[src/rtl/dvi_pkg.sv]
// dvi_pkg -- shared definitions for the DVI timing generator.
//   * 640x480@60 default timing constants
//   * TMDS control-period code words
//   * rgb_t pixel struct and the 8-bar colour lookup used by dvi_bar_pattern
package dvi_pkg;

   localparam int DVI_H_ACTIVE = 640;
   localparam int DVI_H_FP     = 16;
   localparam int DVI_H_SYNC   = 96;
   localparam int DVI_H_BP     = 48;
   localparam int DVI_V_ACTIVE = 480;
   localparam int DVI_V_FP     = 10;
   localparam int DVI_V_SYNC   = 2;
   localparam int DVI_V_BP     = 33;

   // 10-bit TMDS words sent during control periods, indexed by {c1, c0}
   localparam logic [9:0] TMDS_CTL_00 = 10'b1101010100;
   localparam logic [9:0] TMDS_CTL_01 = 10'b0010101011;
   localparam logic [9:0] TMDS_CTL_10 = 10'b0101010100;
   localparam logic [9:0] TMDS_CTL_11 = 10'b1010101011;

   typedef struct packed {
      logic [7:0] r;
      logic [7:0] g;
      logic [7:0] b;
   } rgb_t;

   // Bar colours left to right: white, yellow, cyan, green, magenta, red, blue, black
   function automatic rgb_t bar_colour(input logic [2:0] idx);
      rgb_t c;
      case (idx)
         3'd0:    c = {8'hFF, 8'hFF, 8'hFF};
         3'd1:    c = {8'hFF, 8'hFF, 8'h00};
         3'd2:    c = {8'h00, 8'hFF, 8'hFF};
         3'd3:    c = {8'h00, 8'hFF, 8'h00};
         3'd4:    c = {8'hFF, 8'h00, 8'hFF};
         3'd5:    c = {8'hFF, 8'h00, 8'h00};
         3'd6:    c = {8'h00, 8'h00, 8'hFF};
         default: c = {8'h00, 8'h00, 8'h00};
      endcase
      return c;
   endfunction

endpackage

[src/rtl/dvi_bar_pattern.sv]
// dvi_bar_pattern -- combinational 8-bar colour test pattern.
//   x       in  12  pixel column of the requested pixel
//   r/g/b   out 8   bar colour for that column
// Bars are H_ACTIVE/8 wide; the last (black) bar absorbs any remainder.
module dvi_bar_pattern
   import dvi_pkg::*;
#(
   parameter int H_ACTIVE = DVI_H_ACTIVE
) (
   input  logic [11:0] x,
   output logic [7:0]  r,
   output logic [7:0]  g,
   output logic [7:0]  b
);

   // Guard against a zero-width bar on very narrow test timings
   localparam int BAR_W = (H_ACTIVE >= 8) ? (H_ACTIVE / 8) : 1;

   logic [11:0] bar_idx_s;
   rgb_t        colour_s;

   // Column to bar index, clamped so the remainder lands in the last bar
   always_comb begin
      bar_idx_s = x / 12'(BAR_W);
      if (bar_idx_s > 12'd7) begin
         colour_s = bar_colour(3'd7);
      end else begin
         colour_s = bar_colour(bar_idx_s[2:0]);
      end
   end

   assign r = colour_s.r;
   assign g = colour_s.g;
   assign b = colour_s.b;

endmodule

[src/rtl/dvi_timing_gen.sv]
// dvi_timing_gen -- DVI/TMDS video timing generator.
// Optional feature macro: DVI_TEST_PATTERN_EN (adds pat_en and the colour-bar source).
// Ports:
//   pix_clk, rst          pixel clock, synchronous active-high reset
//   en                    run enable; low holds the raster at (0,0)
//   pat_en                (DVI_TEST_PATTERN_EN only) select colour bars over in_*
//   in_r/in_g/in_b        upstream pixel, sampled in the req cycle
//   req, x, y             combinational pixel request and its coordinate
//   frame_start/line_start one-cycle pulses aligned with req
//   de, ctl0, r/g/b       registered encoder inputs, one cycle after req
//   ctl1, ctl2            green/red control, constant 2'b00
module dvi_timing_gen
   import dvi_pkg::*;
#(
   parameter int H_ACTIVE = DVI_H_ACTIVE,
   parameter int H_FP     = DVI_H_FP,
   parameter int H_SYNC   = DVI_H_SYNC,
   parameter int H_BP     = DVI_H_BP,
   parameter int V_ACTIVE = DVI_V_ACTIVE,
   parameter int V_FP     = DVI_V_FP,
   parameter int V_SYNC   = DVI_V_SYNC,
   parameter int V_BP     = DVI_V_BP,
   parameter bit HS_POL   = 1'b0,
   parameter bit VS_POL   = 1'b0
) (
   input  logic        pix_clk,
   input  logic        rst,
   input  logic        en,
`ifdef DVI_TEST_PATTERN_EN
   input  logic        pat_en,
`endif
   input  logic [7:0]  in_r,
   input  logic [7:0]  in_g,
   input  logic [7:0]  in_b,
   output logic        req,
   output logic [11:0] x,
   output logic [11:0] y,
   output logic        de,
   output logic [1:0]  ctl0,
   output logic [1:0]  ctl1,
   output logic [1:0]  ctl2,
   output logic [7:0]  r,
   output logic [7:0]  g,
   output logic [7:0]  b,
   output logic        frame_start,
   output logic        line_start
);

   localparam int H_TOTAL = H_ACTIVE + H_FP + H_SYNC + H_BP;
   localparam int V_TOTAL = V_ACTIVE + V_FP + V_SYNC + V_BP;

   if (H_TOTAL > 4096 || V_TOTAL > 4096 ||
       H_ACTIVE < 1 || H_FP < 1 || H_SYNC < 1 || H_BP < 1 ||
       V_ACTIVE < 1 || V_FP < 1 || V_SYNC < 1 || V_BP < 1) begin : g_bad_timing
      $error("dvi_timing_gen: timing parameters out of range");
   end

   // Segment boundaries; all below 4096 once the totals are legal
   localparam logic [11:0] H_ACT_L  = 12'(H_ACTIVE);
   localparam logic [11:0] HS_BEG_L = 12'(H_ACTIVE + H_FP);
   localparam logic [11:0] HS_END_L = 12'(H_ACTIVE + H_FP + H_SYNC);
   localparam logic [11:0] H_LAST_L = 12'(H_TOTAL - 1);
   localparam logic [11:0] V_ACT_L  = 12'(V_ACTIVE);
   localparam logic [11:0] VS_BEG_L = 12'(V_ACTIVE + V_FP);
   localparam logic [11:0] VS_END_L = 12'(V_ACTIVE + V_FP + V_SYNC);
   localparam logic [11:0] V_LAST_L = 12'(V_TOTAL - 1);

   localparam logic [1:0]  CTL0_IDLE = {~VS_POL, ~HS_POL};

   logic [11:0] hcnt_q, hcnt_d;
   logic [11:0] vcnt_q, vcnt_d;
   logic        de_q;
   logic [1:0]  ctl0_q;
   logic [7:0]  r_q, g_q, b_q;

   logic        req_s;
   logic        hs_act_s;
   logic        vs_act_s;
   logic [7:0]  pix_r_s, pix_g_s, pix_b_s;

   // Raster counter next state; dropping en aborts the frame back to (0,0)
   always_comb begin
      hcnt_d = hcnt_q;
      vcnt_d = vcnt_q;
      if (!en) begin
         hcnt_d = 12'd0;
         vcnt_d = 12'd0;
      end else if (hcnt_q == H_LAST_L) begin
         hcnt_d = 12'd0;
         if (vcnt_q == V_LAST_L) begin
            vcnt_d = 12'd0;
         end else begin
            vcnt_d = vcnt_q + 12'd1;
         end
      end else begin
         hcnt_d = hcnt_q + 12'd1;
      end
   end

   // Raster counters
   always_ff @(posedge pix_clk) begin
      if (rst) begin
         hcnt_q <= 12'd0;
         vcnt_q <= 12'd0;
      end else begin
         hcnt_q <= hcnt_d;
         vcnt_q <= vcnt_d;
      end
   end

   // Gating with en keeps the request and pulses quiet while the counters idle at 0
   assign req_s       = en & (hcnt_q < H_ACT_L) & (vcnt_q < V_ACT_L);
   assign hs_act_s    = en & (hcnt_q >= HS_BEG_L) & (hcnt_q < HS_END_L);
   assign vs_act_s    = en & (vcnt_q >= VS_BEG_L) & (vcnt_q < VS_END_L);
   assign req         = req_s;
   assign x           = req_s ? hcnt_q : 12'd0;
   assign y           = req_s ? vcnt_q : 12'd0;
   assign frame_start = en & (hcnt_q == 12'd0) & (vcnt_q == 12'd0);
   assign line_start  = en & (hcnt_q == 12'd0);

`ifdef DVI_TEST_PATTERN_EN
   logic [7:0] bar_r_s, bar_g_s, bar_b_s;

   dvi_bar_pattern #(
      .H_ACTIVE (H_ACTIVE)
   ) u_bar (
      .x (x),
      .r (bar_r_s),
      .g (bar_g_s),
      .b (bar_b_s)
   );

   assign pix_r_s = pat_en ? bar_r_s : in_r;
   assign pix_g_s = pat_en ? bar_g_s : in_g;
   assign pix_b_s = pat_en ? bar_b_s : in_b;
`else
   assign pix_r_s = in_r;
   assign pix_g_s = in_g;
   assign pix_b_s = in_b;
`endif

   // Encoder-facing stage: everything here lags req by exactly one cycle
   always_ff @(posedge pix_clk) begin
      if (rst) begin
         de_q   <= 1'b0;
         ctl0_q <= CTL0_IDLE;
         r_q    <= 8'd0;
         g_q    <= 8'd0;
         b_q    <= 8'd0;
      end else begin
         de_q   <= req_s;
         ctl0_q <= {(vs_act_s ? VS_POL : ~VS_POL), (hs_act_s ? HS_POL : ~HS_POL)};
         r_q    <= req_s ? pix_r_s : 8'd0;
         g_q    <= req_s ? pix_g_s : 8'd0;
         b_q    <= req_s ? pix_b_s : 8'd0;
      end
   end

   assign de   = de_q;
   assign ctl0 = ctl0_q;
   assign ctl1 = 2'b00;
   assign ctl2 = 2'b00;
   assign r    = r_q;
   assign g    = g_q;
   assign b    = b_q;

endmodule

[config.mk]
export PLATFORM = sky130hd
export DESIGN_NAME = dvi_timing_gen
export DESIGN_NICKNAME = d
export VERILOG_FILES = /design/src/rtl/dvi_pkg.sv /design/src/rtl/dvi_bar_pattern.sv /design/src/rtl/dvi_timing_gen.sv
export SDC_FILE = /design/constraint.sdc
export NUM_CORES = 1
export LEC_CHECK = 0
export BUFFER_PORTS_ARGS = -buffer_cell sky130_fd_sc_hd__buf_4
export CAP_MARGIN = 20
export CORE_MARGIN = 5
export CORE_UTILIZATION = 30
export CTS_BUF_LIST = sky130_fd_sc_hd__clkbuf_16
export DETAILED_ROUTE_END_ITERATION = 10
export PLACE_DENSITY = 0.51
export RECOVER_POWER = 25
export SLEW_MARGIN = 25
export SYNTH_ARGS = -nofsm -noshare
export SYNTH_HDL_FRONTEND = slang
export SYNTH_SLANG_ARGS = --single-unit
[constraint.sdc]
create_clock -name pix_clk -period 2.7 [get_ports pix_clk]
set_input_delay 0.54 -clock pix_clk [delete_from_list [all_inputs] [get_ports pix_clk]]
set_output_delay 0.54 -clock pix_clk [all_outputs]
set_load 0.1 [all_outputs]
Word-level counts from Yosys, hierarchy flattened
Index checks and enable logic that the tools add are counted.
Widths: inputs -> output; s select.
{"block": "op_classes", "add_sub_neg": 2, "n_mul": 0, "div": 0, "order_cmp": 6, "n_eq_ne": 2, "n_shift": 0, "mux": 5, "n_bitwise": 10, "n_reduce_logical": 5}
{"operator": "$mux 12", "count": 3}
{"operator": "$add 12x1->12 const B", "count": 2}
{"operator": "$eq 12x10->1 const B", "count": 2}
{"operator": "$logic_not 12->1", "count": 2}
{"operator": "$lt 12x10->1 const B", "count": 2}
{"operator": "$lt 12x9->1 const B", "count": 2}
{"operator": "$ge 12x10->1 const B", "count": 1}
{"operator": "$ge 12x9->1 const B", "count": 1}
{"operator": "$and 1x1->1", "count": 8}
{"operator": "$reduce_or 2->1", "count": 2}
{"operator": "$reduce_or 3->1", "count": 1}
{"operator": "$mux 1", "count": 2}
{"operator": "$not 1->1", "count": 2}
{"block": "word_totals", "register_bits": 51, "latchBits": 0, "ramBits": 0, "mem_bits_ro": 0, "input_bits": 27, "memories": 0}

Logic depth before layout (Yosys ltp)
Gate-level depths: netlist of run 1.
{"block": "depth", "ltp_word": 5, "depth_mapped": 7, "depth_no_buf": 6}

Worst setup path before layout of run 1
Ideal clock, no wire load.
{"block": "synth_timing", "path_type": "register to output", "from": "register hcnt_q[11]", "to": "output port frame_start", "t_arrival_ns": 5.284, "required_ns": 2.160, "setup_slack_ns": -3.124, "stages_incl_launch_ff": 4, "n_path_buf": 0, "cell_sequence": "dfxtp_1 or4_4 nor3_1 nor3b_1"}
{"block": "synth_between", "elab_chain_cells": 3}
{"item": "from (decl)", "line_no": "dvi_timing_gen.sv:70", "text": "logic [11:0] hcnt_q, hcnt_d;"}
{"item": "from (signal assigned)", "line_no": "dvi_timing_gen.sv:106", "text": "hcnt_q <= hcnt_d;"}
{"item": "$logic_not 12->1"}
{"item": "$and 1x1->1"}
{"item": "named net line_start", "line_no": "dvi_timing_gen.sv:46", "text": "output logic line_start"}
{"item": "$and 1x1->1", "line_no": "dvi_timing_gen.sv:118", "text": "assign frame_start = en & (hcnt_q == 12'd0) & (vcnt_q == 12'd0);"}
{"item": "to (decl)", "line_no": "dvi_timing_gen.sv:45", "text": "output logic frame_start,"}
The timed path passes the listed nets, and every way through them passes these cells.

Final worst setup path of run 1
{"block": "layout_timing", "from": "register vcnt_q[9]", "to": "output port x[0]"}
{"block": "layout_between", "elab_chain_cells": 3}
{"item": "from (decl)", "line_no": "dvi_timing_gen.sv:71", "text": "logic [11:0] vcnt_q, vcnt_d;"}
{"item": "from (signal assigned)", "line_no": "dvi_timing_gen.sv:107", "text": "vcnt_q <= vcnt_d;"}
{"item": "$lt 12x9->1", "line_no": "dvi_timing_gen.sv:112", "text": "assign req_s = en & (hcnt_q < H_ACT_L) & (vcnt_q < V_ACT_L);"}
{"item": "$and 1x1->1", "line_no": "dvi_timing_gen.sv:112"}
{"item": "$mux 12", "line_no": "dvi_timing_gen.sv:116", "text": "assign x = req_s ? hcnt_q : 12'd0;"}
{"item": "to (decl)", "line_no": "dvi_timing_gen.sv:36", "text": "output logic [11:0] x,"}
Every way passes these cells.

==> impl_metrics.json, run 1 <==
{
  "status": "completed",
  "avgViaCountPerCell": 4.530,
  "reg2reg_slack_ns": 0.39,
  "async_flop_share": 0,
  "synth_top_flop_cell": "dfxtp_1",
  "rows": 31,
  "synth_cells": 247,
  "area_delta_synth_final_pct": 40.03,
  "start_util": 0.3053,
  "critPathCaptureType": "primary output",
  "cts_buffers": 5,
  "hp-start": "in_b[0]",
  "grt_first_pass_wirelength_um": 8590,
  "syn-cell-area_um2": 2191,
  "htreeDepth": 2,
  "ys_top_cells_by_count": "dfxtp_1, and3_1, and2_1",
  "hold_class": "in2reg",
  "netlist_top_cells_area": "dfxtp_1, and3_1, and2_1",
  "port_buffers": 75,
  "critPathMaxFanout": 20,
  "ir_drop_mv": 0.2239,
  "avgSynthCellArea_um2": 8.870,
  "detailed_place_hpwl_um": 4157,
  "cts.sinks": 51,
  "clock_latency_ns": 0.28,
  "timing.rr.start": "hcnt_q[6]",
  "io_pins": 85,
  "r2r_cells": 4,
  "die_x_um": 95.46,
  "period_share": 0.9555,
  "nNetsFinal": 354,
  "yosysSeqAreaShare": 0.4660,
  "tightest_slew_ns": 1.193,
  "path_clk_slew_ns": 0.07,
  "min_period_ns": 2.580,
  "setup_viol": 0,
  "num-fill-cells": 749,
  "whs_path_depth": 2,
  "gp_congestion": 0.7533,
  "rr_endpoint": "vcnt_q[10]",
  "holdPathEnd": "b[0]",
  "grt_start_max_net_pins": 27,
  "synth_top_cell_area_share": 0.4660,
  "required_ns": 2.16,
  "critPathLaunchType": "flip-flop",
  "worstPathArrival_ns": 2.04,
  "hold_viol": 0,
  "routedWlPerCell_um": 13.32,
  "drc_errors": 0,
  "drt_pass1_iterations": 4,
  "dpl.cell_count": 415,
  "grt.total_usage": 0.1205,
  "synth-edff-count": 0,
  "drt-total-wl_um": 5633,
  "yosysTopAreaCell": "dfxtp_1",
  "ys_ff_latch": 51,
  "dpl_cell_area_um2": 2930,
  "powerDensity_nw_per_um2": 544.2,
  "fmax_ghz": 0.3876,
  "grt.overflow.total": 0,
  "whs_ns": 0.4788,
  "antenna_cells": 0,
  "cts_max_path_buffers": 2,
  "drt_iter0_markers": 77,
  "fin_skew_ns": 0.004098,
  "cts_tree": "built",
  "maxSlewViolCount": 0,
  "clockRootBuffer": "clkbuf_16",
  "coreArea_um2": 7176,
  "power.leakage_nw": 1.281,
  "grt_pass1_vias": 1768,
  "via_count": 1916,
  "die_area_um2": 9112,
  "cap_violations": 0,
  "layout-drive-gt1-share": 0.2994,
  "antenna_found_initial": 0,
  "synth.most_common_cell": "dfxtp_1",
  "postLayoutCellArea_um2": 3068,
  "slew_headroom": 0.2081,
  "ys_types": 35,
  "synth_warnings": 0,
  "worstSetupPathType": "reg2out",
  "drt.antenna.violating_nets": 0,
  "die_height_um": 95.46,
  "fin_cells": 423
}
## registers in the layout, summed over array words and instances (netlist names)
| name | count |
|---|---|
| b | 8 |
| ctl0 | 2 |
| de | 1 |
| g | 8 |
| hcnt_q | 12 |
| r | 8 |
| vcnt_q | 12 |
## power by group
part / internal, mW / switching (mW)
sequential: 0.769 / 0.00478
clock: 0.342 / 0.268
combinational: 0.0557 / 0.231
## worst max-delay path: stages (launching register included)
cell and delay (ns):
dfxtp_1 0.35, or3_1 0.40, a211oi_2 0.20, and4_1 0.23
buf_6 0.18, and2_2 0.17, buf_6 0.22
## cells by family (layout without fill, tap and decap cells)
family,after synthesis,count (layout),synth area share
adder cells (fa/ha/maj),4,4,0.02285
AO/OA/AOI/OAI,25,25,0.06739
other,1,9,0.001712
buffers and inverters,29,98,0.06796
flip-flops,51,51,0.4660
AND/OR/NAND/NOR,126,126,0.3301
XOR/XNOR,11,11,0.04398
## layout by cell type, fill, tap and decap left out, drive strengths merged, types with 8 or more instances in the layout
master  count
a21oi      10
conb        9
nor2       19
clkbuf     27
and3       26
and2       21
dfxtp      51
nand2      12
nand3      10
xnor2       8
buf        62
## metal layers
| metal | part of all wire | vias to the layer above | wire (um) | global-route usage |
|---|---|---|---|---|
| met5 | 0 | - | 0 | 0 |
| met4 | 0.011 | 0 | 63 | 0.04147 |
| met3 | 0.097 | 4 | 548 | 0.04262 |
| met2 | 0.43 | 75 | 2447 | 0.1872 |
| met1 | 0.46 | 848 | 2574 | 0.1547 |
| li1 | - | 989 | - | - |
## worst max path at each step
stage	startpoint	endpoint	slack, ns	cells after the start
6_report	vcnt_q[9]	x[0]	0.12	6
5_1_grt	vcnt_q[9]	x[6]	-0.006	6
3_3_place_gp	vcnt_q[11]	x[1]	0.39	6
3_5_place_dp	vcnt_q[9]	x[6]	0.35	6
2_1_floorplan	hcnt_q[11]	frame_start	-0.47	3
4_1_cts	vcnt_q[11]	x[6]	0.04	6
## area by class of cell
type,count,area (um2),area share
tap,99,123.9,0.04038
clock buffer,5,125.1,0.04078
sequential,51,1021,0.3328
timing repair buffer,84,623.1,0.2031
multi-input combinational,175,1132,0.3691
inverter,6,22.52,0.007341
clock inverter,3,20.02,0.006525
## timing repair
item / in CTS / in global routing
setup endpoints to repair: 0 / 19
gates resized for setup: 0 / 20
hold buffers: 0 / 0
buffers inserted: 0 / 0
## per-stage QoR
| stage | power (mW) | setup TNS (ns) | setup slack, ns | util |
|---|---|---|---|---|
| 2_1_floorplan | 1.030 | -0.4663 | -0.4663 | - |
| 3_3_place_gp | 1.089 | 0 | 0.3852 | 0.4084 |
| 3_5_place_dp | 1.089 | 0 | 0.3543 | 0.4084 |
| 4_1_cts | 1.710 | 0 | 0.03650 | 0.4286 |
| 5_1_grt | 1.736 | -0.008547 | -0.006401 | 0.4276 |
| 6_report | 1.669 | 0 | 0.1202 | 0.4276 |
Note: power is estimated with default switching activity, not from simulation.
==> inputs of run 2 (changes only) <==
--- a/config.mk
+++ b/config.mk
@@ -9,8 +9,9 @@
 export CAP_MARGIN = 20
 export CORE_MARGIN = 5
 export CORE_UTILIZATION = 30
-export CTS_BUF_LIST = sky130_fd_sc_hd__clkbuf_16
+export CTS_BUF_LIST = sky130_fd_sc_hd__clkbuf_2 sky130_fd_sc_hd__clkbuf_4 sky130_fd_sc_hd__clkbuf_8
 export DETAILED_ROUTE_END_ITERATION = 10
+export MAX_ROUTING_LAYER = met4
 export PLACE_DENSITY = 0.51
 export RECOVER_POWER = 25
 export SLEW_MARGIN = 25
==> impl_metrics.json, run 2 (synthesis gave the netlist of run 1 again) <==
{
  "drc_errors": 0,
  "fmax_ghz": 0.3867,
  "min_period_ns": 2.586,
  "nNetsFinal": 354,
  "dpl.cell_count": 415,
  "avgViaCountPerCell": 4.560,
  "maxSlewViolCount": 0,
  "clock_latency_ns": 0.30,
  "postLayoutCellArea_um2": 3090,
  "dp_slack_ns": 0.3543,
  "power.leakage_nw": 1.289,
  "grt_first_pass_wirelength_um": 8556,
  "cap_violations": 0,
  "max_stage_delay_ns": 0.40,
  "hold_class": "in2reg",
  "grt_pass1_vias": 1777,
  "whs_ns": 0.4629,
  "critPathLaunchType": "flip-flop",
  "die_height_um": 95.46,
  "layout_common_cells": "dfxtp_1, buf_4, and3_1",
  "grt.total_usage": 0.1239,
  "hold_viol": 0,
  "critical-path-top-delay-family": "simple AND/OR/NAND/NOR gates",
  "cts.sinks": 51,
  "slowest_stage": "or3_1",
  "cts_resized": 0,
  "cts_max_path_buffers": 2,
  "postCtsSetupBuffers": 0,
  "worstPathArrival_ns": 2.05,
  "htreeDepth": 2,
  "critPathCaptureType": "primary output",
  "gp_congestion": 0.7630,
  "critPathMaxFanout": 20,
  "antenna_found_initial": 0,
  "period_share": 0.9578,
  "area_delta_synth_final_pct": 41.06,
  "detailed_place_hpwl_um": 4157,
  "routedWlPerCell_um": 13.44,
  "worstSetupPathType": "reg2out",
  "fin_cells": 423,
  "setup_slack_ns": 0.1138,
  "dpl_cell_area_um2": 2930,
  "die_area_um2": 9112,
  "grt.overflow.total": 0,
  "powerDensity_nw_per_um2": 493.1,
  "drt-total-wl_um": 5685,
  "status": "completed",
  "clockRootBuffer": "clkbuf_8",
  "ctsHoldBuffers": 0,
  "tightest_slew_ns": 1.193,
  "layout_commonest_cell": "dfxtp_1",
  "drt_pass1_iterations": 5,
  "die_x_um": 95.46,
  "rows": 31,
  "power_mw": 1.524,
  "ir_drop_mv": 0.2112,
  "drt_iter0_markers": 99,
  "path_cells": "or3_1 -> a211oi_2 -> and4_1 -> buf_8 -> and2_4 -> buf_6",
  "cts_tree": "built",
  "io_pins": 85,
  "cts_buffers": 5,
  "start_util": 0.3053,
  "via_count": 1929,
  "required_ns": 2.16,
  "layout-drive-gt1-share": 0.3117,
  "grt_start_max_net_pins": 27,
  "reg.largest.list": "hcnt_q: 12 flops, vcnt_q: 12 flops",
  "fin_skew_ns": 0.003907,
  "slew_headroom": 0.2081,
  "path_buf_inv": 2,
  "drt.antenna.violating_nets": 0,
  "fin_tns_setup_ns": 0,
  "antenna_cells": 0,
  "path_clk_slew_ns": 0.09,
  "port_buffers": 75,
  "setup_viol": 0,
  "coreArea_um2": 7176,
  "post-route-util": 0.4307
}
## run 2: worst paths after layout
path,from,to,slack (ns),depth (start not counted)
worst max-delay path,vcnt_q[9],y[0],0.11,6
worst min-delay path,in_b[0],b[0],0.46,2
worst max register to register,hcnt_q[6],vcnt_q[10],0.38,4
worst min register to register,hcnt_q[0],hcnt_q[0],0.49,1
## run 2: worst reg2reg max path, cell delays in order (launching register included)
cell and delay [ns]:
dfxtp_1 0.40, or4_4 0.55, or4_4 0.63, or4_1 0.53
a21oi_1 0.14
## run 2: cell type report
cell class	count	area, um2
Tap cell	99	123.9
Clock buffer	6	82.58
Fill cell	744	4085
Timing Repair Buffer	84	691.9
Clock inverter	2	16.27
Inverter	6	22.52
Multi-Input combinational cell	175	1132
Sequential cell	51	1021
## run 2: per-layer routing
| layer | track usage | vias up | wire length (um) |
|---|---|---|---|
| met1 | 0.1537 | 861 | 2640 |
| met5 | - | - | 0 |
| met3 | 0.03867 | 7 | 519 |
| li1 | - | 985 | - |
| met4 | 0.04858 | 0 | 84 |
| met2 | 0.1878 | 76 | 2441 |
## run 2: where the power goes
group	switching, mW	total, mW	internal, mW
Clock	0.252	0.462	0.210
Sequential	0.00485	0.773	0.768
Combinational	0.231	0.289	0.0585
Total	0.488	1.52	1.04
==> inputs of run 3 (changes only) <==
--- a/config.mk
+++ b/config.mk
@@ -5,15 +5,19 @@
 export SDC_FILE = /design/constraint.sdc
 export NUM_CORES = 1
 export LEC_CHECK = 0
+export ABC_AREA = 1
 export BUFFER_PORTS_ARGS = -buffer_cell sky130_fd_sc_hd__buf_4
 export CAP_MARGIN = 20
+export CELL_PAD_IN_SITES_DETAIL_PLACEMENT = 1
+export CELL_PAD_IN_SITES_GLOBAL_PLACEMENT = 1
 export CORE_MARGIN = 5
 export CORE_UTILIZATION = 30
 export CTS_BUF_LIST = sky130_fd_sc_hd__clkbuf_2 sky130_fd_sc_hd__clkbuf_4 sky130_fd_sc_hd__clkbuf_8
 export DETAILED_ROUTE_END_ITERATION = 10
 export MAX_ROUTING_LAYER = met4
-export PLACE_DENSITY = 0.51
+export PLACE_DENSITY = 0.68
 export RECOVER_POWER = 25
+export SKIP_LAST_GASP = 1
 export SLEW_MARGIN = 25
 export SYNTH_ARGS = -nofsm -noshare
 export SYNTH_HDL_FRONTEND = slang
==> impl_metrics.json, run 3 <==
{
  "layout_commonest_cell": "nor2_1",
  "fin_skew_ns": 0.005349,
  "drt-total-wl_um": 6568,
  "period_share": 0.8887,
  "synthSimpleGateAreaFrac": 0.3629,
  "coreArea_um2": 8051,
  "via_count": 2327,
  "clockRootBuffer": "clkbuf_8",
  "io_pins": 85,
  "highest_layer": "met4",
  "layout_common_cells": "nor2_1, inv_1, nand2_1",
  "cts_max_path_buffers": 2,
  "yosysSeqAreaShare": 0.4182,
  "wl_met1_um": 2971,
  "post-route-util": 0.3810,
  "routedWlPerCell_um": 12.21,
  "avgViaCountPerCell": 4.325,
  "ys_ff_latch": 51,
  "required_ns": 2.16,
  "async_flop_share": 0,
  "reg.largest.list": "hcnt_q: 12 flops, vcnt_q: 12 flops",
  "port_buffers": 75,
  "ir_drop_mv": 0.2578,
  "grt.overflow.total": 0,
  "critical-path-top-delay-family": "simple AND/OR/NAND/NOR gates",
  "syn-cell-area_um2": 2441,
  "htreeDepth": 2,
  "wl_met3_um": 383,
  "die_area_um2": 10040,
  "grt.total_usage": 0.1408,
  "drc_errors": 0,
  "setup_viol": 0,
  "detailed_place_hpwl_um": 5414,
  "cts.sinks": 51,
  "synth_compound_area_frac": 0.01691,
  "powerDensity_nw_per_um2": 526.1,
  "power_mw": 1.614,
  "synth_warnings": 0,
  "num-fill-cells": 1060,
  "drt_pass1_iterations": 4,
  "synth_fa_ha_area_frac": 0.02050,
  "worstPathArrival_ns": 1.86,
  "start_util": 0.3032,
  "dpl.cell_count": 530,
  "clock_latency_ns": 0.30,
  "cts_resized": 0,
  "synth_top_flop_cell": "dfxtp_1",
  "synth.area.mux_share": 0,
  "critPathCaptureType": "primary output",
  "layout-drive-gt1-share": 0.1732,
  "postLayoutCellArea_um2": 3068,
  "slew_headroom": 0.2014,
  "drt.antenna.violating_nets": 0,
  "fin_cells": 538,
  "worstSetupPathType": "reg2out",
  "maxSlewViolCount": 0,
  "grt_pass1_vias": 2444,
  "antenna_found_initial": 0,
  "yosysTopAreaCell": "dfxtp_1",
  "synth_cells": 356,
  "cts_tree": "built",
  "synth_top_family_by_area": "simple AND/OR/NAND/NOR gates",
  "fmax_ghz": 0.4167,
  "gp_congestion": 0.7877,
  "ys_top_cells_by_count": "nor2_1, inv_1, nand2_1",
  "path_cells": "nand2_2 -> nand2_1 -> nor2_1 -> nand3_1 -> buf_4 -> nor2_1 -> buf_4",
  "max_stage_delay_ns": 0.37,
  "synth.most_common_cell": "nor2_1",
  "status": "completed",
  "area_delta_synth_final_pct": 25.68,
  "nNetsFinal": 463,
  "dr_wl_met2_um": 3143,
  "synth-edff-count": 0,
  "slowest_stage": "dfxtp_1",
  "critPathMaxFanout": 18,
  "path_clk_slew_ns": 0.10,
  "postCtsSetupBuffers": 0,
  "die_x_um": 100.2,
  "cts_buffers": 5,
  "cap_violations": 0,
  "ys_types": 25,
  "hold_viol": 0,
  "synth_xor_area_frac": 0.02153,
  "hold_class": "in2reg",
  "rsz0062_at_grt": "no",
  "grt_first_pass_wirelength_um": 11160,
  "min_period_ns": 2.400,
  "synth_top_cell_area_share": 0.4182,
  "die_height_um": 100.2,
  "path_buf_inv": 2,
  "avgSynthCellArea_um2": 6.857,
  "ctsHoldBuffers": 0,
  "grt_start_max_net_pins": 26,
  "rows": 33,
  "antenna_cells": 0,
  "power.leakage_nw": 1.480,
  "critPathLaunchType": "flip-flop",
  "drt_iter0_markers": 50,
  "tightest_slew_ns": 1.203,
  "dpl_cell_area_um2": 3042,
  "netlist_top_cells_area": "dfxtp_1, nor2_1, inv_1"
}
==> run 3: per-layer routing <==
metal,up-vias,track usage
met5,-,-
met4,0,0.03109
met3,6,0.03614
met2,52,0.2380
met1,1077,0.1687
li1,1192,-
==> run 3: metrics by stage <==
step           worst slack (ns)  hold slack (ns)  setup TNS, ns
2_1_floorplan           -0.1758           0.4296         -2.168
3_3_place_gp             0.6354           0.4490              0
3_5_place_dp             0.5741           0.4566              0
4_1_cts                  0.2661           0.4316              0
5_1_grt                  0.1201           0.4355              0
6_report                 0.3004           0.4458              0
==> run 3: final timing paths <==
path / slack [ns] / startpoint / endpoint / cells after the start
setup / recovery: 0.30 / hcnt_q[8] / y[8] / 7
hold / removal: 0.45 / in_g[6] / g[6] / 3
setup reg to reg: 1.01 / hcnt_q[0] / vcnt_q[0] / 8
hold reg to reg: 0.47 / hcnt_q[0] / hcnt_q[0] / 1
==> run 3: cells by family (layout without fill, tap and decap cells) <==
family	Yosys count	count (layout)
adders and majority gates	4	4
other	1	9
AOI/OAI and AO/OA	7	7
buffers and inverters	82	151
DFF	51	51
xor gates and xnor gates	6	6
and+or+nand+nor	205	205
==> run 3: worst min-delay path, delay by kind of cell <==
| family | cells | cell delay (ns) |
|---|---|---|
| buffers and inverters | 2 | 0.11 |
| AND/OR/NAND/NOR | 1 | 0.07 |
==> run 3: cell type report <==
cell class	count	area (um2)	share of cell area
clock buffer	5	68.82	0.02243
inverter	66	247.7	0.08075
timing repair buffer	77	491.7	0.1603
sequential	51	1021	0.3328
multi-input combinational	231	1064	0.3467
clock inverter	3	43.79	0.01427
tap	105	131.4	0.04282
==> run 3: power by group <==
part           switching, mW  internal, mW  leakage, nW
combinational          0.246        0.0504         1.01
sequential           0.00498         0.768        0.415
clock                  0.268         0.277       0.0581
